===== config.mk =====
export PLATFORM = sky130hd
export DESIGN_NAME = sprite_eval_ctrl
export DESIGN_NICKNAME = d
export VERILOG_FILES = /design/src/rtl/ppu_pkg.sv /design/src/rtl/sprite_y_in_range.sv /design/src/rtl/sprite_eval_ctrl.sv
export SDC_FILE = /design/constraint.sdc
export NUM_CORES = 1
export LEC_CHECK = 0
export ABC_AREA = 1
export BUFFER_PORTS_ARGS = -buffer_cell sky130_fd_sc_hd__buf_2
export CORE_MARGIN = 1.5
export CORE_UTILIZATION = 32
export DETAILED_ROUTE_END_ITERATION = 6
export PLACE_DENSITY = 0.51
export SLEW_MARGIN = 20
export SYNTH_ARGS = -nofsm -noshare
export SYNTH_HDL_FRONTEND = slang
export SYNTH_HIERARCHICAL = 1
export SYNTH_SLANG_ARGS = --single-unit

===== constraint.sdc =====
create_clock -name clk -period 4.4 [get_ports clk]
set_input_delay 0.22 -clock clk [delete_from_list [all_inputs] [get_ports clk]]
set_output_delay 0.22 -clock clk [all_outputs]
set_load 0.02 [all_outputs]

===== src/rtl/ppu_pkg.sv =====
// Shared PPU definitions: OAM field layout, sprite range constants and the
// sprite evaluation state encoding.
package ppu_pkg;

    localparam logic [1:0] OAM_Y    = 2'd0;
    localparam logic [1:0] OAM_TILE = 2'd1;
    localparam logic [1:0] OAM_ATTR = 2'd2;
    localparam logic [1:0] OAM_X    = 2'd3;

    localparam logic [7:0] SPR_Y_LIMIT = 8'hEF;
    localparam logic [8:0] SPR_H_SHORT = 9'd9;
    localparam logic [8:0] SPR_H_TALL  = 9'd17;

    typedef enum logic [2:0] {
        StIdle,
        StClear,
        StRdY,
        StEvY,
        StRdB,
        StWrB,
        StFinish
    } eval_state_e;

endpackage


===== src/rtl/sprite_y_in_range.sv =====
// Vertical range test for one sprite against a scanline; shared with the
// visibility datapath so both apply the same rule.
module sprite_y_in_range
    import ppu_pkg::*;
(
    input  logic [7:0] y,
    input  logic [7:0] eval_y,
    input  logic       tall,
    output logic       hit
);

    logic [8:0] y9;
    logic [8:0] ey9;
    logic [8:0] h;

    // 9-bit compares so a sprite near the bottom never wraps onto top lines.
    always_comb begin
        y9  = {1'b0, y};
        ey9 = {1'b0, eval_y};
        h   = tall ? SPR_H_TALL : SPR_H_SHORT;
        hit = (y < SPR_Y_LIMIT) && (ey9 >= y9 + 9'd1) && (ey9 < y9 + h);
    end

endmodule


===== src/rtl/sprite_eval_ctrl.sv =====
// Per-scanline sprite evaluation: clears secondary OAM, scans primary OAM
// and copies up to SEC_SLOTS in-range sprites.
module sprite_eval_ctrl
    import ppu_pkg::*;
#(
    parameter int unsigned NUM_SPRITES = 64,
    parameter int unsigned SEC_SLOTS   = 8
) (
    input  logic       clk,
    input  logic       rst,
    input  logic       start,
    input  logic [7:0] eval_y,
    input  logic       tall,
    output logic [7:0] oam_addr,
    output logic       oam_rd,
    input  logic [7:0] oam_data,
    output logic [4:0] sec_addr,
    output logic       sec_we,
    output logic [7:0] sec_wdata,
    output logic       busy,
    output logic       done,
    output logic [3:0] sprite_count,
    output logic       sprite0_hit,
    output logic       overflow
);

    localparam int unsigned NW = $clog2(NUM_SPRITES);
    localparam int unsigned SW = $clog2(SEC_SLOTS);
    localparam logic [SW+1:0] CLR_LAST = (SW + 2)'(SEC_SLOTS * 4 - 1);
    localparam logic [NW-1:0] N_LAST   = NW'(NUM_SPRITES - 1);
    localparam logic [3:0]    CNT_FULL = 4'(SEC_SLOTS);

    eval_state_e     state_q, state_d;
    logic [7:0]      ey_q;
    logic            tall_q;
    logic [NW-1:0]   n_q, n_d;
    logic [1:0]      b_q, b_d;
    logic [SW+1:0]   clr_q, clr_d;
    logic [3:0]      cnt_q, cnt_d;
    logic            s0_q, s0_d;
    logic            ovf_q, ovf_d;
    logic            y_hit;
    logic            last_n;
    logic [SW-1:0]   slot;

    assign last_n       = (n_q == N_LAST);
    assign slot         = cnt_q[SW-1:0];
    assign sprite_count = cnt_q;
    assign sprite0_hit  = s0_q;
    assign overflow     = ovf_q;

    sprite_y_in_range u_range (
        .y      (oam_data),
        .eval_y (ey_q),
        .tall   (tall_q),
        .hit    (y_hit)
    );

    always_ff @(posedge clk) begin
        if (rst) begin
            state_q <= StIdle;
            ey_q    <= '0;
            tall_q  <= 1'b0;
            n_q     <= '0;
            b_q     <= '0;
            clr_q   <= '0;
            cnt_q   <= '0;
            s0_q    <= 1'b0;
            ovf_q   <= 1'b0;
        end else begin
            state_q <= state_d;
            n_q     <= n_d;
            b_q     <= b_d;
            clr_q   <= clr_d;
            cnt_q   <= cnt_d;
            s0_q    <= s0_d;
            ovf_q   <= ovf_d;
            if (state_q == StIdle && start) begin
                ey_q   <= eval_y;
                tall_q <= tall;
            end
        end
    end

    always_comb begin
        state_d   = state_q;
        n_d       = n_q;
        b_d       = b_q;
        clr_d     = clr_q;
        cnt_d     = cnt_q;
        s0_d      = s0_q;
        ovf_d     = ovf_q;
        oam_addr  = '0;
        oam_rd    = 1'b0;
        sec_addr  = '0;
        sec_we    = 1'b0;
        sec_wdata = '0;
        busy      = 1'b1;
        done      = 1'b0;

        unique case (state_q)
            StIdle: begin
                busy = 1'b0;
                if (start) begin
                    clr_d   = '0;
                    cnt_d   = '0;
                    s0_d    = 1'b0;
                    ovf_d   = 1'b0;
                    n_d     = '0;
                    state_d = StClear;
                end
            end
            StClear: begin
                sec_we    = 1'b1;
                sec_wdata = 8'hFF;
                sec_addr  = 5'(clr_q);
                clr_d     = clr_q + 1'b1;
                if (clr_q == CLR_LAST) begin
                    state_d = StRdY;
                end
            end
            StRdY: begin
                oam_rd   = 1'b1;
                oam_addr = 8'({n_q, OAM_Y});
                state_d  = StEvY;
            end
            StEvY: begin
                if (y_hit) begin
                    if (cnt_q < CNT_FULL) begin
                        sec_we    = 1'b1;
                        sec_addr  = 5'({slot, OAM_Y});
                        sec_wdata = oam_data;
                        if (n_q == '0) begin
                            s0_d = 1'b1;
                        end
                        b_d     = OAM_TILE;
                        state_d = StRdB;
                    end else begin
                        ovf_d   = 1'b1;
                        state_d = StFinish;
                    end
                end else begin
                    n_d     = n_q + 1'b1;
                    state_d = last_n ? StFinish : StRdY;
                end
            end
            StRdB: begin
                oam_rd   = 1'b1;
                oam_addr = 8'({n_q, b_q});
                state_d  = StWrB;
            end
            StWrB: begin
                sec_we    = 1'b1;
                sec_addr  = 5'({slot, b_q});
                sec_wdata = oam_data;
                if (b_q != OAM_X) begin
                    b_d     = b_q + 1'b1;
                    state_d = StRdB;
                end else begin
                    cnt_d   = cnt_q + 1'b1;
                    n_d     = n_q + 1'b1;
                    state_d = last_n ? StFinish : StRdY;
                end
            end
            StFinish: begin
                busy    = 1'b0;
                done    = 1'b1;
                state_d = StIdle;
            end
            default: begin
                state_d = StIdle;
            end
        endcase

        // A reset cycle must not touch either memory.
        if (rst) begin
            oam_rd = 1'b0;
            sec_we = 1'b0;
        end
    end

endmodule


## After elaboration in Yosys (flattened, before gate mapping)

Cells that the tools add are included.

| operators by class | value |
|---|---|
| mux-type cells | 44 |
| add/sub/neg operators | 6 |
| reduce and logical (&&, ||, !) cells | 20 |
| magnitude comparators | 4 |
| equality and inequality tests | 18 |

Operator list:

| kind | number |
|---|---|
| $pmux 8 s3 | 1 |
| $mux 5 | 4 |
| $mux 6 | 3 |
| $ne 2x2->1 const B | 9 |
| $pmux 3 s6 | 1 |
| $pmux 6 s3 | 1 |
| $mux 8 | 2 |
| $pmux 8 s2 | 1 |
| $mux 3 | 5 |
| $pmux 5 s3 | 1 |
| $mux 1 | 13 |
| $reduce_and 4->1 | 3 |
| $pmux 5 s2 | 1 |
| $add 8x1->9 const B | 1 |
| $add 8x9->9 | 1 |
| $eq 3x3->1 const B | 3 |
| $ge 8x9->1 | 1 |
| $lt 8x9->1 | 1 |
| $lt 8x8->1 const B | 1 |
| $mux 2 | 4 |
| $mux 4 | 2 |
| $pmux 4 s2 | 1 |
| $reduce_bool 2->1 | 4 |
| $add 6x1->6 const B | 1 |
| other kinds (19) | 27 |

| word-level totals | value |
|---|---|
| output and inout port bits | 31 |
| register bits after elaboration | 31 |
| logic and storage cells | 101 |
| bits of input ports | 20 |

## Logic depth before layout (Yosys ltp)

| depth | value |
|---|---|
| depth after elaboration | 7 |
| depth in mapped cells | 22 |
| mapped depth without buffers | 22 |

## Modules after synthesis

The synthesis kept the hierarchy.

By module, submodules not included:

| module | cells each | sequential area each (µm²) | area an instance (µm²) | instances |
|---|---|---|---|---|
| sprite_eval_ctrl | 270 | 620.6 | 1720.4 | 1 |
| sprite_y_in_range | 98 | 0.0 | 650.6 | 1 |

## Worst setup path before layout

No wires, ideal clock.

| path | value |
|---|---|
| kind | register to output |
| start | reg tall_q |
| end | out sec_addr[4] |
| stages on the path, launching flop included | 19 |
| data arrival time | 2.793 ns |
| data required time | 4.180 ns |
| slack | 1.387 ns |
| buffers on the path | 0 |
| path through | dfxtp_1 ha_1 clkinv_1 o21bai_2 o21ai_1 xor2_1 ha_1 a21o_1 nand4_1 nand2_1 nor2_1 nand2_1 nor2_2 inv_1 nor2_1 nand2_1 inv_1 nor2_1 o21ai_0 |

| on the way | value |
|---|---|
| longest elaborated chain between the ends | 6 |

Ends and longest elaborated chain:

| what | line | RTL |
|---|---|---|
| start, declared | sprite_eval_ctrl.sv:35 | `logic tall_q;` |
| start signal, assigned | sprite_eval_ctrl.sv:80 | `tall_q <= tall;` |
| $mux 5 | sprite_y_in_range.sv:20 | `h = tall ? SPR_H_TALL : SPR_H_SHORT;` |
| $add 8x9->9 | sprite_y_in_range.sv:21 | `hit = (y < SPR_Y_LIMIT) && (ey9 >= y9 + 9'd1) && (ey9 < y9 + h);` |
| $lt 8x9->1 | sprite_y_in_range.sv:21 |  |
| $logic_and 1x1->1 | sprite_y_in_range.sv:21 |  |
| net y_hit | sprite_eval_ctrl.sv:42 | `logic y_hit;` |
| $mux 5 | sprite_eval_ctrl.sv:128 | `if (y_hit) begin` |
| $pmux 5 s3 | sprite_eval_ctrl.sv:101 | `unique case (state_q)` |
| end, declared | sprite_eval_ctrl.sv:17 | `output logic [4:0] sec_addr,` |

The timed path passes the listed nets, and every way through them passes these cells.

## Worst setup path in the final report

Ends and elaborated chain as after synthesis.

==> qor.csv <==
metric,value,unit
Pleak,1.41,nW
Logic pwr share,0.375,
crit path DAT,3.27,ns
net switching power figure,0.343,mW
largest net degree at the start of global routing,18,
Hold Crit Class,in -> reg,
antenna cells,0,
chip height,89.1,µm
via count,2424,
initial antenna violation count,0,
CTS tree,done,
Worst Clk Skew,0.00247,ns
Wirelength per Cell,12.3,µm
GRT Util Overall,0.173,
Least-Margin Pin Slew,0.403,ns
yosys warns,6,
synthesized cell area,0.00237,mm²
CP Launch Type,flip-flop,
Int Pwr,0.513,mW
DRT iter0 DRCs,44,
worst-skew pair later-pin latency,0.28,ns
final setup fails,0,
vias per cell,4.70,
sequential cell area fraction in the yosys report,0.262,
"Max FO, Critical Path",3,
Placed Cells incl. Taps,510,
DRC,0,
Pre-antenna DRT Iters,4,
Slew headroom,0.731,
pwr dens,309,mW/mm²
Num CTS Buffers,5,
fin crit period,3.49,ns
Final HPWL DP,4.97,mm
Ports,51,
CTS max path bufs,2,
gr ovfl total,0,
post-CTS setup buffer count,0,
Buffers on Ports,50,
Slew Limit Fails,0,
vias in the first global route,2272,
run status,completed,
Sw Share,0.401,
crit share post-route,0.793,
"Cell Area, Placed",0.00270,mm²
Routed WL,6.37,mm
post-route cell area,0.00277,mm²
Worst Setup End Kind,output port,
clock slew at reported path FFs,0.06,ns
CORE AREA,0.00721,mm²
R2R cell count,20,
Synth cell types,32,
first-pass GRT wire length,10.6,mm
gpl congestion,0.795,
final worst slack,0.912,ns
FP Rows,31,
Starting Density,0.329,
post-synthesis cell count,368,
synthesized area per cell,6.44,µm²
CP Class,reg -> out,
syn nets,410,
hold path depth,3,
Clk pwr share,0.244,
Setup TNS,0,ns
Synth Register Bits,31,
max cap viols,0,
sequential share of power,0.381,
pre-CTS setup slack,1.26,ns
share of post-route cells with drive strength above 1,0.206,
CTS root buffer,clkbuf_8,
WP data required,4.18,ns
Non-Filler Instances,516,
peak supply drop,0.149,mV
Synth-to-Final Area Change,16.9,%
RSZ-0062 raised after global routing,no,
CTS sink cnt,31,
Fmax,0.287,GHz
Pwr Total,0.856,mW
FF-to-FF setup slack,1.44,ns
die area,0.00794,mm²
"Hold Vio Cnt, Final",0,
H-tree Lvls,2,
hold buffers post-CTS,0,
post-route ant nets,0,
nets,460,
Die W,89.1,µm
post-CTS sizing,0,
-- routing by layer --
layer  vias to the layer above  global-route usage  routed length, µm
met4                         0              0.0462                 59
li1                       1274                   -                  -
met5                         -                   0                  0
met3                         6              0.0295                251
met2                        49               0.297               3010
met1                      1095               0.224               3050
-- cell usage after synthesis --
library cell,count,area share
nand2_1,85,0.13
nor2_1,45,0.071
inv_1,44,0.070
a21oi_1,36,0.076
dfxtp_1,31,0.26
ha_1,22,0.12
nand3_1,19,0.040
o21ai_0,12,0.025
inv_2,11,0.017
nor3_1,9,0.019
xor2_1,7,0.026
nor2_2,6,0.016
nand2_2,5,0.013
nand4_1,5,0.013
nand3_2,4,0.017
o21ai_1,3,0.0063
xnor2_1,3,0.011
a21o_1,2,0.0063
buf_2,2,0.0042
buf_6,2,0.0095
clkinv_1,2,0.0032
nor2_4,2,0.0095
o22ai_1,2,0.0053
a31oi_2,1,0.0053
and3_1,1,0.0026
buf_1,1,0.0016
clkbuf_1,1,0.0016
clkbuf_2,1,0.0021
nand3b_1,1,0.0032
nor3_2,1,0.0042
o21a_1,1,0.0032
o21bai_2,1,0.0047
-- cell families after synthesis --
family / synth area share
compound gates: 0.132
xor+xnor: 0.0369
fa+ha+maj: 0.116
buf+inv: 0.109
flops: 0.262
simple gates: 0.344
-- power by group through the flow --
stage / combinational (mW) / sequential (mW) / clock [mW]
floorplan: 0.241 / 0.327 / 0
global placement: 0.321 / 0.332 / 0
detailed placement: 0.323 / 0.332 / 0
CTS: 0.324 / 0.326 / 0.219
global route: 0.368 / 0.331 / 0.227
finish: 0.321 / 0.326 / 0.209
-- path summary, 6_finish.rpt --
check,from,end
hold / removal,eval_y[6],ey_q[6]
hold reg to reg,ey_q[0],ey_q[0]
setup reg to reg,tall_q,b_q[0]
setup / recovery,tall_q,sec_addr[4]
-- critical path: stages, from the launching register on --
cell and delay, ns:
dfxtp_1 0.37, inv_1 0.06, ha_1 0.35, nand3_1 0.14, nor2_1 0.11, o21ai_1 0.09, xor2_1 0.16, ha_1 0.29
a21o_1 0.17, nand4_1 0.07, nand2_1 0.05, nor2_1 0.09, nand2_1 0.06, nor2_2 0.09, inv_1 0.07, nor2_1 0.15
nand2_1 0.08, inv_1 0.12, nor2_1 0.09, o21ai_0 0.18, buf_2 0.20
-- area by class of cell --
cell class,count,area (µm²)
Multi-Input combinational cell,273,1490
Sequential cell,31,621
Clock buffer,6,72.6
Timing Repair Buffer,50,250
Inverter,57,214
Fill cell,835,4440
Tap cell,99,124
-- state kept, by name, summed over array words and instances, names as in the netlist --
register / cells
overflow: 1
tall_q: 1
ey_q: 8
n_q: 6
clr_q: 5
sprite_count: 4
state_q: 3
b_q: 2
sprite0_hit: 1
-- metrics by stage --
step | utilization | hold WS, ns
after global routing | 0.384 | 0.191
after global placement | 0.374 | 0.460
after detailed placement | 0.374 | 0.459
after floorplan | - | 0.365
after CTS | 0.384 | 0.172
final | 0.384 | 0.182
-- cells in the final DEF, fill, tap and decap left out --
master / netlist / layout
nor2_4: 2 / 2
o21bai_2: 1 / 1
clkbuf_8: 0 / 5
xor2_1: 7 / 7
nor3_2: 1 / 1
o21a_1: 1 / 1
dfxtp_1: 31 / 31
ha_1: 22 / 22
clkinv_1: 2 / 2
nand2_2: 5 / 5
nor3_1: 9 / 9
nand2_1: 85 / 85
o22ai_1: 2 / 2
nand3_2: 4 / 4
and3_1: 1 / 1
nor2_2: 6 / 6
nand3_1: 19 / 19
inv_1: 44 / 44
a21oi_1: 36 / 36
a21o_1: 2 / 2
o21ai_0: 12 / 12
nor2_1: 45 / 45
inv_2: 11 / 11
buf_2: 2 / 50
a31oi_2: 1 / 1
o21ai_1: 3 / 3
xnor2_1: 3 / 3
nand4_1: 5 / 5
nand3b_1: 1 / 1
clkbuf_1: 1 / 1
Power figures use the tool's default switching activity.
